**src/rtl/cache_victim_pkg.sv**
```systemverilog
// Shared types and constants for the cache victim selector.
//   policy_mode_t : replacement policy encoding carried on the mode port
//   way_w()       : index width for a given way count
//   LFSR_TAPS     : maximal-length Galois tap masks (right-shifting form), by width
package cache_victim_pkg;

  typedef enum logic [1:0] {PM_FIFO, PM_RND, PM_LRU, PM_MRU} policy_mode_t;

  function automatic int way_w(input int n);
    return $clog2(n);
  endfunction

  localparam int LFSR_MIN_W = 4;
  localparam int LFSR_MAX_W = 16;

  localparam logic [15:0] LFSR_TAPS [LFSR_MIN_W:LFSR_MAX_W] = '{
    16'h000C, 16'h0014, 16'h0030, 16'h0060, 16'h00B8, 16'h0110, 16'h0240,
    16'h0500, 16'h0829, 16'h100D, 16'h2015, 16'h6000, 16'hD008
  };

  // The random-mode LFSR is never narrower than 4 bits so it has a useful period.
  function automatic int lfsr_w(input int ww);
    return (ww > LFSR_MIN_W) ? ww : LFSR_MIN_W;
  endfunction

endpackage

```
**src/rtl/cache_victim_pick.sv**
```systemverilog
// Combinational victim chooser for one set.
//   ages_i  : packed per-way ages (way w at [w*WW +: WW]), 0 = most recent
//   start_i : scan origin for FIFO / RND
//   cand_i  : 1 = way may be replaced
//   valid_i : per-way valid bits; an invalid way always wins
//   mode_i  : policy_mode_t encoding
//   way_o   : chosen way
//   none_o  : all ways valid and no candidate; way_o is 0
module cache_victim_pick
  import cache_victim_pkg::*;
#(
  parameter int WAY_COUNT = 4,
  localparam int WW = way_w(WAY_COUNT)
) (
  input  logic [WAY_COUNT*WW-1:0] ages_i,
  input  logic [WW-1:0]           start_i,
  input  logic [WAY_COUNT-1:0]    cand_i,
  input  logic [WAY_COUNT-1:0]    valid_i,
  input  logic [1:0]              mode_i,
  output logic [WW-1:0]           way_o,
  output logic                    none_o
);

  logic          found;
  logic [WW-1:0] best;
  logic [WW-1:0] idx;
  logic [WW-1:0] age;

  always_comb begin
    way_o  = '0;
    none_o = 1'b0;
    found  = 1'b0;
    best   = '0;
    idx    = '0;
    age    = '0;
    if (!(&valid_i)) begin
      // Invalid ways ignore the lock mask: filling them costs nothing.
      for (int i = 0; i < WAY_COUNT; i++) begin
        if (!valid_i[i] && !found) begin
          way_o = WW'(i);
          found = 1'b1;
        end
      end
    end else if (cand_i == '0) begin
      none_o = 1'b1;
    end else begin
      case (mode_i)
        PM_FIFO, PM_RND: begin
          // WW-bit addition wraps modulo WAY_COUNT for free.
          for (int i = 0; i < WAY_COUNT; i++) begin
            idx = start_i + WW'(i);
            if (cand_i[idx] && !found) begin
              way_o = idx;
              found = 1'b1;
            end
          end
        end
        PM_LRU: begin
          for (int i = 0; i < WAY_COUNT; i++) begin
            age = ages_i[i*WW +: WW];
            if (cand_i[i] && (!found || age > best)) begin
              way_o = WW'(i);
              best  = age;
              found = 1'b1;
            end
          end
        end
        default: begin
          for (int i = 0; i < WAY_COUNT; i++) begin
            age = ages_i[i*WW +: WW];
            if (cand_i[i] && (!found || age < best)) begin
              way_o = WW'(i);
              best  = age;
              found = 1'b1;
            end
          end
        end
      endcase
    end
  end

endmodule

```
**src/rtl/cache_victim_select.sv**
```systemverilog
// Runtime-selectable cache replacement engine (FIFO / random / LRU / MRU).
// Keeps per-set FIFO pointers and true-LRU ages for every set in all modes, so
// the policy can change between queries without a flush. Victim queries get a
// registered response one cycle later.
// Ports:
//   clk, reset        : clock, asynchronous active-high reset
//   mode              : policy, sampled with q_valid
//   q_valid/q_set/q_valid_ways/lock_mask : victim query
//   r_valid/r_way/r_none                 : registered response
//   a_valid/a_set/a_way/a_fill           : access (hit or fill) update
// Build option: define CACHE_WAY_LOCK_EN to honour lock_mask; otherwise the
// port is ignored and r_none stays 0.
module cache_victim_select
  import cache_victim_pkg::*;
#(
  parameter int          WAY_COUNT = 4,
  parameter int          SET_COUNT = 64,
  parameter logic [31:0] LFSR_SEED = 32'h1,
  localparam int WW = way_w(WAY_COUNT),
  localparam int SW = $clog2(SET_COUNT)
) (
  input  logic                 clk,
  input  logic                 reset,
  input  logic [1:0]           mode,
  input  logic                 q_valid,
  input  logic [SW-1:0]        q_set,
  input  logic [WAY_COUNT-1:0] q_valid_ways,
  input  logic [WAY_COUNT-1:0] lock_mask,
  output logic                 r_valid,
  output logic [WW-1:0]        r_way,
  output logic                 r_none,
  input  logic                 a_valid,
  input  logic [SW-1:0]        a_set,
  input  logic [WW-1:0]        a_way,
  input  logic                 a_fill
);

  localparam int            LW   = lfsr_w(WW);
  localparam logic [LW-1:0] TAPS = LW'(LFSR_TAPS[LW]);
  localparam logic [LW-1:0] SEED = LFSR_SEED[LW-1:0];

  logic [WW-1:0]           age_q [SET_COUNT][WAY_COUNT];
  logic [WW-1:0]           fifo_ptr_q [SET_COUNT];
  logic [WW-1:0]           age_row_d [WAY_COUNT];
  logic [WW-1:0]           old_age;
  logic [LW-1:0]           lfsr_q, lfsr_d;
  logic                    r_valid_q;
  logic [WW-1:0]           r_way_q, r_way_d;
  logic                    r_none_q, r_none_d;
  logic [WAY_COUNT*WW-1:0] q_ages;
  logic [WW-1:0]           q_start;
  logic [WAY_COUNT-1:0]    cand;
  logic                    pick_none;

  // Galois LFSR: a non-zero state never maps to zero.
  assign lfsr_d = (lfsr_q >> 1) ^ (lfsr_q[0] ? TAPS : '0);

  // Recency update: the accessed way becomes age 0, ways that were more recent
  // than it shift back by one, older ways are untouched.
  always_comb begin
    old_age = age_q[a_set][a_way];
    for (int w = 0; w < WAY_COUNT; w++) begin
      if (WW'(w) == a_way)
        age_row_d[w] = '0;
      else if (age_q[a_set][w] < old_age)
        age_row_d[w] = age_q[a_set][w] + 1'b1;
      else
        age_row_d[w] = age_q[a_set][w];
    end
  end

  always_comb begin
    q_ages = '0;
    for (int w = 0; w < WAY_COUNT; w++)
      q_ages[w*WW +: WW] = age_q[q_set][w];
  end

  assign q_start = (mode == PM_FIFO) ? fifo_ptr_q[q_set] : lfsr_q[WW-1:0];

`ifdef CACHE_WAY_LOCK_EN
  assign cand     = ~lock_mask;
  assign r_none_d = pick_none;
`else
  logic unused_cfg;
  assign cand       = '1;
  assign r_none_d   = 1'b0;
  assign unused_cfg = ^{lock_mask, pick_none};
`endif

  cache_victim_pick #(
    .WAY_COUNT(WAY_COUNT)
  ) u_pick (
    .ages_i (q_ages),
    .start_i(q_start),
    .cand_i (cand),
    .valid_i(q_valid_ways),
    .mode_i (mode),
    .way_o  (r_way_d),
    .none_o (pick_none)
  );

  always_ff @(posedge clk or posedge reset) begin
    if (reset) begin
      for (int s = 0; s < SET_COUNT; s++) begin
        fifo_ptr_q[s] <= '0;
        for (int w = 0; w < WAY_COUNT; w++)
          age_q[s][w] <= WW'(w);
      end
      lfsr_q    <= SEED;
      r_valid_q <= 1'b0;
      r_way_q   <= '0;
      r_none_q  <= 1'b0;
    end else begin
      lfsr_q    <= lfsr_d;
      r_valid_q <= q_valid;
      // Query reads the pre-update state even when an access hits the same set.
      if (q_valid) begin
        r_way_q  <= r_way_d;
        r_none_q <= r_none_d;
      end
      if (a_valid) begin
        for (int w = 0; w < WAY_COUNT; w++)
          age_q[a_set][w] <= age_row_d[w];
        if (a_fill)
          fifo_ptr_q[a_set] <= a_way + 1'b1;
      end
    end
  end

  assign r_valid = r_valid_q;
  assign r_way   = r_way_q;
  assign r_none  = r_none_q;

endmodule

```
**config.mk**
```make
export PLATFORM = sky130hd
export DESIGN_NAME = cache_victim_select
export DESIGN_NICKNAME = d
export VERILOG_FILES = /design/src/rtl/cache_victim_pkg.sv /design/src/rtl/cache_victim_pick.sv /design/src/rtl/cache_victim_select.sv
export SDC_FILE = /design/constraint.sdc
export NUM_CORES = 2
export LEC_CHECK = 0
export BUFFER_PORTS_ARGS = -buffer_cell sky130_fd_sc_hd__buf_2
export CORE_MARGIN = 3
export CORE_UTILIZATION = 58
export DETAILED_ROUTE_END_ITERATION = 7
export PLACE_DENSITY_LB_ADDON = 0.2
export SYNTH_ARGS = -nofsm -noshare
export SYNTH_HDL_FRONTEND = slang
export SYNTH_SLANG_ARGS = --single-unit
```
**constraint.sdc**
```tcl
create_clock -name clk -period 26.1 [get_ports clk]
set_clock_uncertainty 0.1 [all_clocks]
set_input_delay 7.83 -clock clk [delete_from_list [all_inputs] [get_ports clk]]
set_output_delay 7.83 -clock clk [all_outputs]
set_load 0.01 [all_outputs]
```
==> run metrics <==
share of cells above drive strength 1 33.30%; number of distinct standard cells referenced by the synthesized netlist 90; maximum frequency from static timing analysis 71.19 MHz; part of the power in registers 44.6%; Seq cells post-synth 647; reg2reg path depth 21; Critical Path Sink Type flop; Filler Cell Count 4601; clock sink count 647; Slew HR 11.56%; status finished, final reports clean; final worst setup slack 12.05 ns; # port buffers 27; transition time of the tightest slew-check pin 1.327 ns; number of buffers on the longest clock path 3; net switching power 887.6 uW; clock tree root buffer cell clkbuf_16; clock period minus final worst setup slack 14.05 ns; routed vias/inst 6.947; P_int 2.074 mW; count of warnings emitted by yosys 0; Max Cap Violations 0; top cell type's share of synthesized area 27.73%; total power density per cell area 78.85 mW/mm2; minimum setup slack among reg-to-reg paths 20.95 ns; number of gates on the worst path with buffers counted 15; commonest non-fill, non-tap cells in the layout 616 x nand2_1, 390 x dfrtp_1, 352 x o21ai_0; Max Slew Vio Count 0; start of the worst register-to-register path age_q[69]$_DFFE_PP0P_; sum of negative setup slack 0 ns; Boundary Pins 33; number of antenna violations at the first check in global routing 5; critical path peak fanout 51; number of cells upsized or downsized after cts 0; cell leakage power 15.27 nW; total number of vias 26360; Worst Path Class, Setup primary input to flop; via count of the first global-routing pass 26180; ordered cell list for the critical path buf_6, buf_4, or2_1, o221ai_1, a222oi_1, o22ai_1, nor4_4, nand3_1, o311ai_0, o21ai_0, ha_1, nand2_1, o31ai_4, buf_4, o21ai_0; post-CTS setup repair buffer count 0; Critical Path Start Type primary input; height of the die 252.3 um; Congestion Overflow GR 0; fraction of registers with async set or reset after synthesis 100.0%; most area-consuming cells after synthesis dfrtp_1 28%, dfstp_2 19%, mux4_2 15%; Clock power frac 35.5%; post-synthesis cell area 0.03519 mm2; most common flop cell mapped by yosys dfrtp_1; Worst-path clk slew 0.06 ns; maximum number of pins on one net before global-route repair 179; Hold Path Depth 0; Die Footprint 0.06366 mm2; post-detailed-routing wire length 111.3 mm; initial cell density of the core 59.18%; Final Hold Violating Endpoints 0; synth-to-layout area growth 6.724%; worst-case vdd ir drop 0.00006418 V; area inside the core boundary 0.05946 mm2; drc violations 0; worst slack at placement 11.42 ns; row count 89; count of routing violations after the opening detailed-route iteration 3234; Data required, critical path 26.51 ns; CTS Hold Bufs 0; Data arrival, critical path 14.46 ns; fin util 63.16%; Routability Congestion 0.9581; global-route wire length before repair 168.1 mm; count of TritonRoute iterations in the first routing pass 6; number of setup violations in the final report 0; number of nets in the final layout 3010; startpoint of the worst setup timing path a_set[1]; Crit path buffers/inverters 3; width of the chip 252.3 um; RSZ-0062 raised after global routing false; average wire per cell in the routed design 29.33 um; number of standard cells after synthesis 3093; HPWL Detailed 71.70 mm; slowest CP cell o31ai_4; clock tree from TritonCTS built; most area-hungry cell type in the Yosys netlist dfrtp_1; TritonCTS Buffers 71; launch instance of the worst min-delay path lfsr_q[2]$_DFF_PP0_; gr usage total 35.54%; Net Count, Synth 3142; most common cell after layout, fill and taps aside nand2_1; count of nets left with antenna violations after detail routing 0; mean instance size in the synthesized netlist 11.38 um2; portion of total power attributed to combinational logic 19.8%; CTS H-tree depth 3; clock insertion delay at the later pin of the skew report 0.64 ns; min-delay worst type flop to flop; maximum cell stage delay along the critical path 1.00 ns; proportion of synthesized chip area in sequential cells 46.92%; fraction of power spent switching nets 29.97%; final hold slack 0.2563 ns; cell class contributing the biggest share of worst-path delay compound AO/OA/AOI/OAI gates; final critical-path share of the clock period 53.82%; number of flops mapped to enable cells by yosys 0
## power groups by stage
stage                     logic (mW)  clock network (mW)  registers (mW)
after floorplan                0.446                   0            1.29
after CTS                      0.579                1.06            1.32
after global routing           0.633                1.10            1.34
after global placement         0.558                   0            1.32
final                          0.588                1.05            1.32
after detailed placement       0.576                   0            1.33
## synth_stat cells (8+ instances only)
cell type	instances
mux4_2	237
buf_4	28
nor2_1	93
nor3_1	14
dfrtp_1	390
nand3_1	52
buf_6	29
nor3b_1	14
o21ai_2	43
o21ai_0	352
buf_1	14
a211oi_1	10
o21ai_1	81
dfstp_2	257
clkbuf_1	140
a21oi_1	31
buf_12	8
a31oi_1	10
nand2_1	616
mux2i_1	42
o22ai_1	51
inv_1	22
or3_1	10
ha_1	20
buf_2	52
and2_1	9
nor2b_1	14
nand2b_1	11
o221ai_1	39
nand3b_1	12
a221oi_1	10
mux2_2	230
a22oi_1	18
## final cells by class
type	instances	area (um2)	share of cell area (%)
antenna	4	10.01	0.02665
clock buffer	103	2141	5.700
clock inverter	27	300.3	0.7996
inverter	26	105.1	0.2799
multi-input combinational	2140	16980	45.21
sequential	647	16510	43.97
tap	773	967.2	2.575
timing repair buffer	75	541.8	1.443
## through the flow
stage / cells / power, mW / cell area [um2]
floorplan: 3093 / 1.737 / 35190
global placement: 3661 / 1.875 / 35100
detailed placement: 3661 / 1.908 / 35100
CTS: 3791 / 2.955 / 37550
global route: 3792 / 3.075 / 37550
finish: 3795 / 2.961 / 37560
## layer usage
layer  track usage, %  vias up  routed length [um]
li1                 -    11070                   -
met1            47.89    13330               42230
met2            52.56     1544               49410
met3            10.15      410               12640
met4            19.41        4                7009
met5                0        -                  24
## worst paths after layout
kind                                           to
min reg2reg                   lfsr_q[1]$_DFF_PP0_
max reg2reg                  r_way[1]$_DFFE_PP0P_
min                           lfsr_q[1]$_DFF_PP0_
max                        age_q[232]$_DFFE_PP1P_
min in group asynchronous  age_q[494]$_DFFE_PP0P_
max in group asynchronous   age_q[74]$_DFFE_PP0P_
## registers in the layout, indices dropped and copies added, names as in the netlist
| name | count |
|---|---|
| fifo_ptr_q | 128 |
| r_valid | 1 |
| lfsr_q | 4 |
| age_q | 512 |
| r_way | 2 |
## cells by family after synthesis
kind of cell,Yosys count,share of synthesized area (%)
xor gates and xnor gates,3,0.07468
DFF,647,46.92
buffers and inverters,306,4.967
adders and majority gates,20,0.7111
and+or+nand+nor,886,10.82
AOI/OAI and AO/OA,713,12.38
other,1,0.01066
muxes,517,24.12
Note: power is estimated with default switching activity, not from simulation.
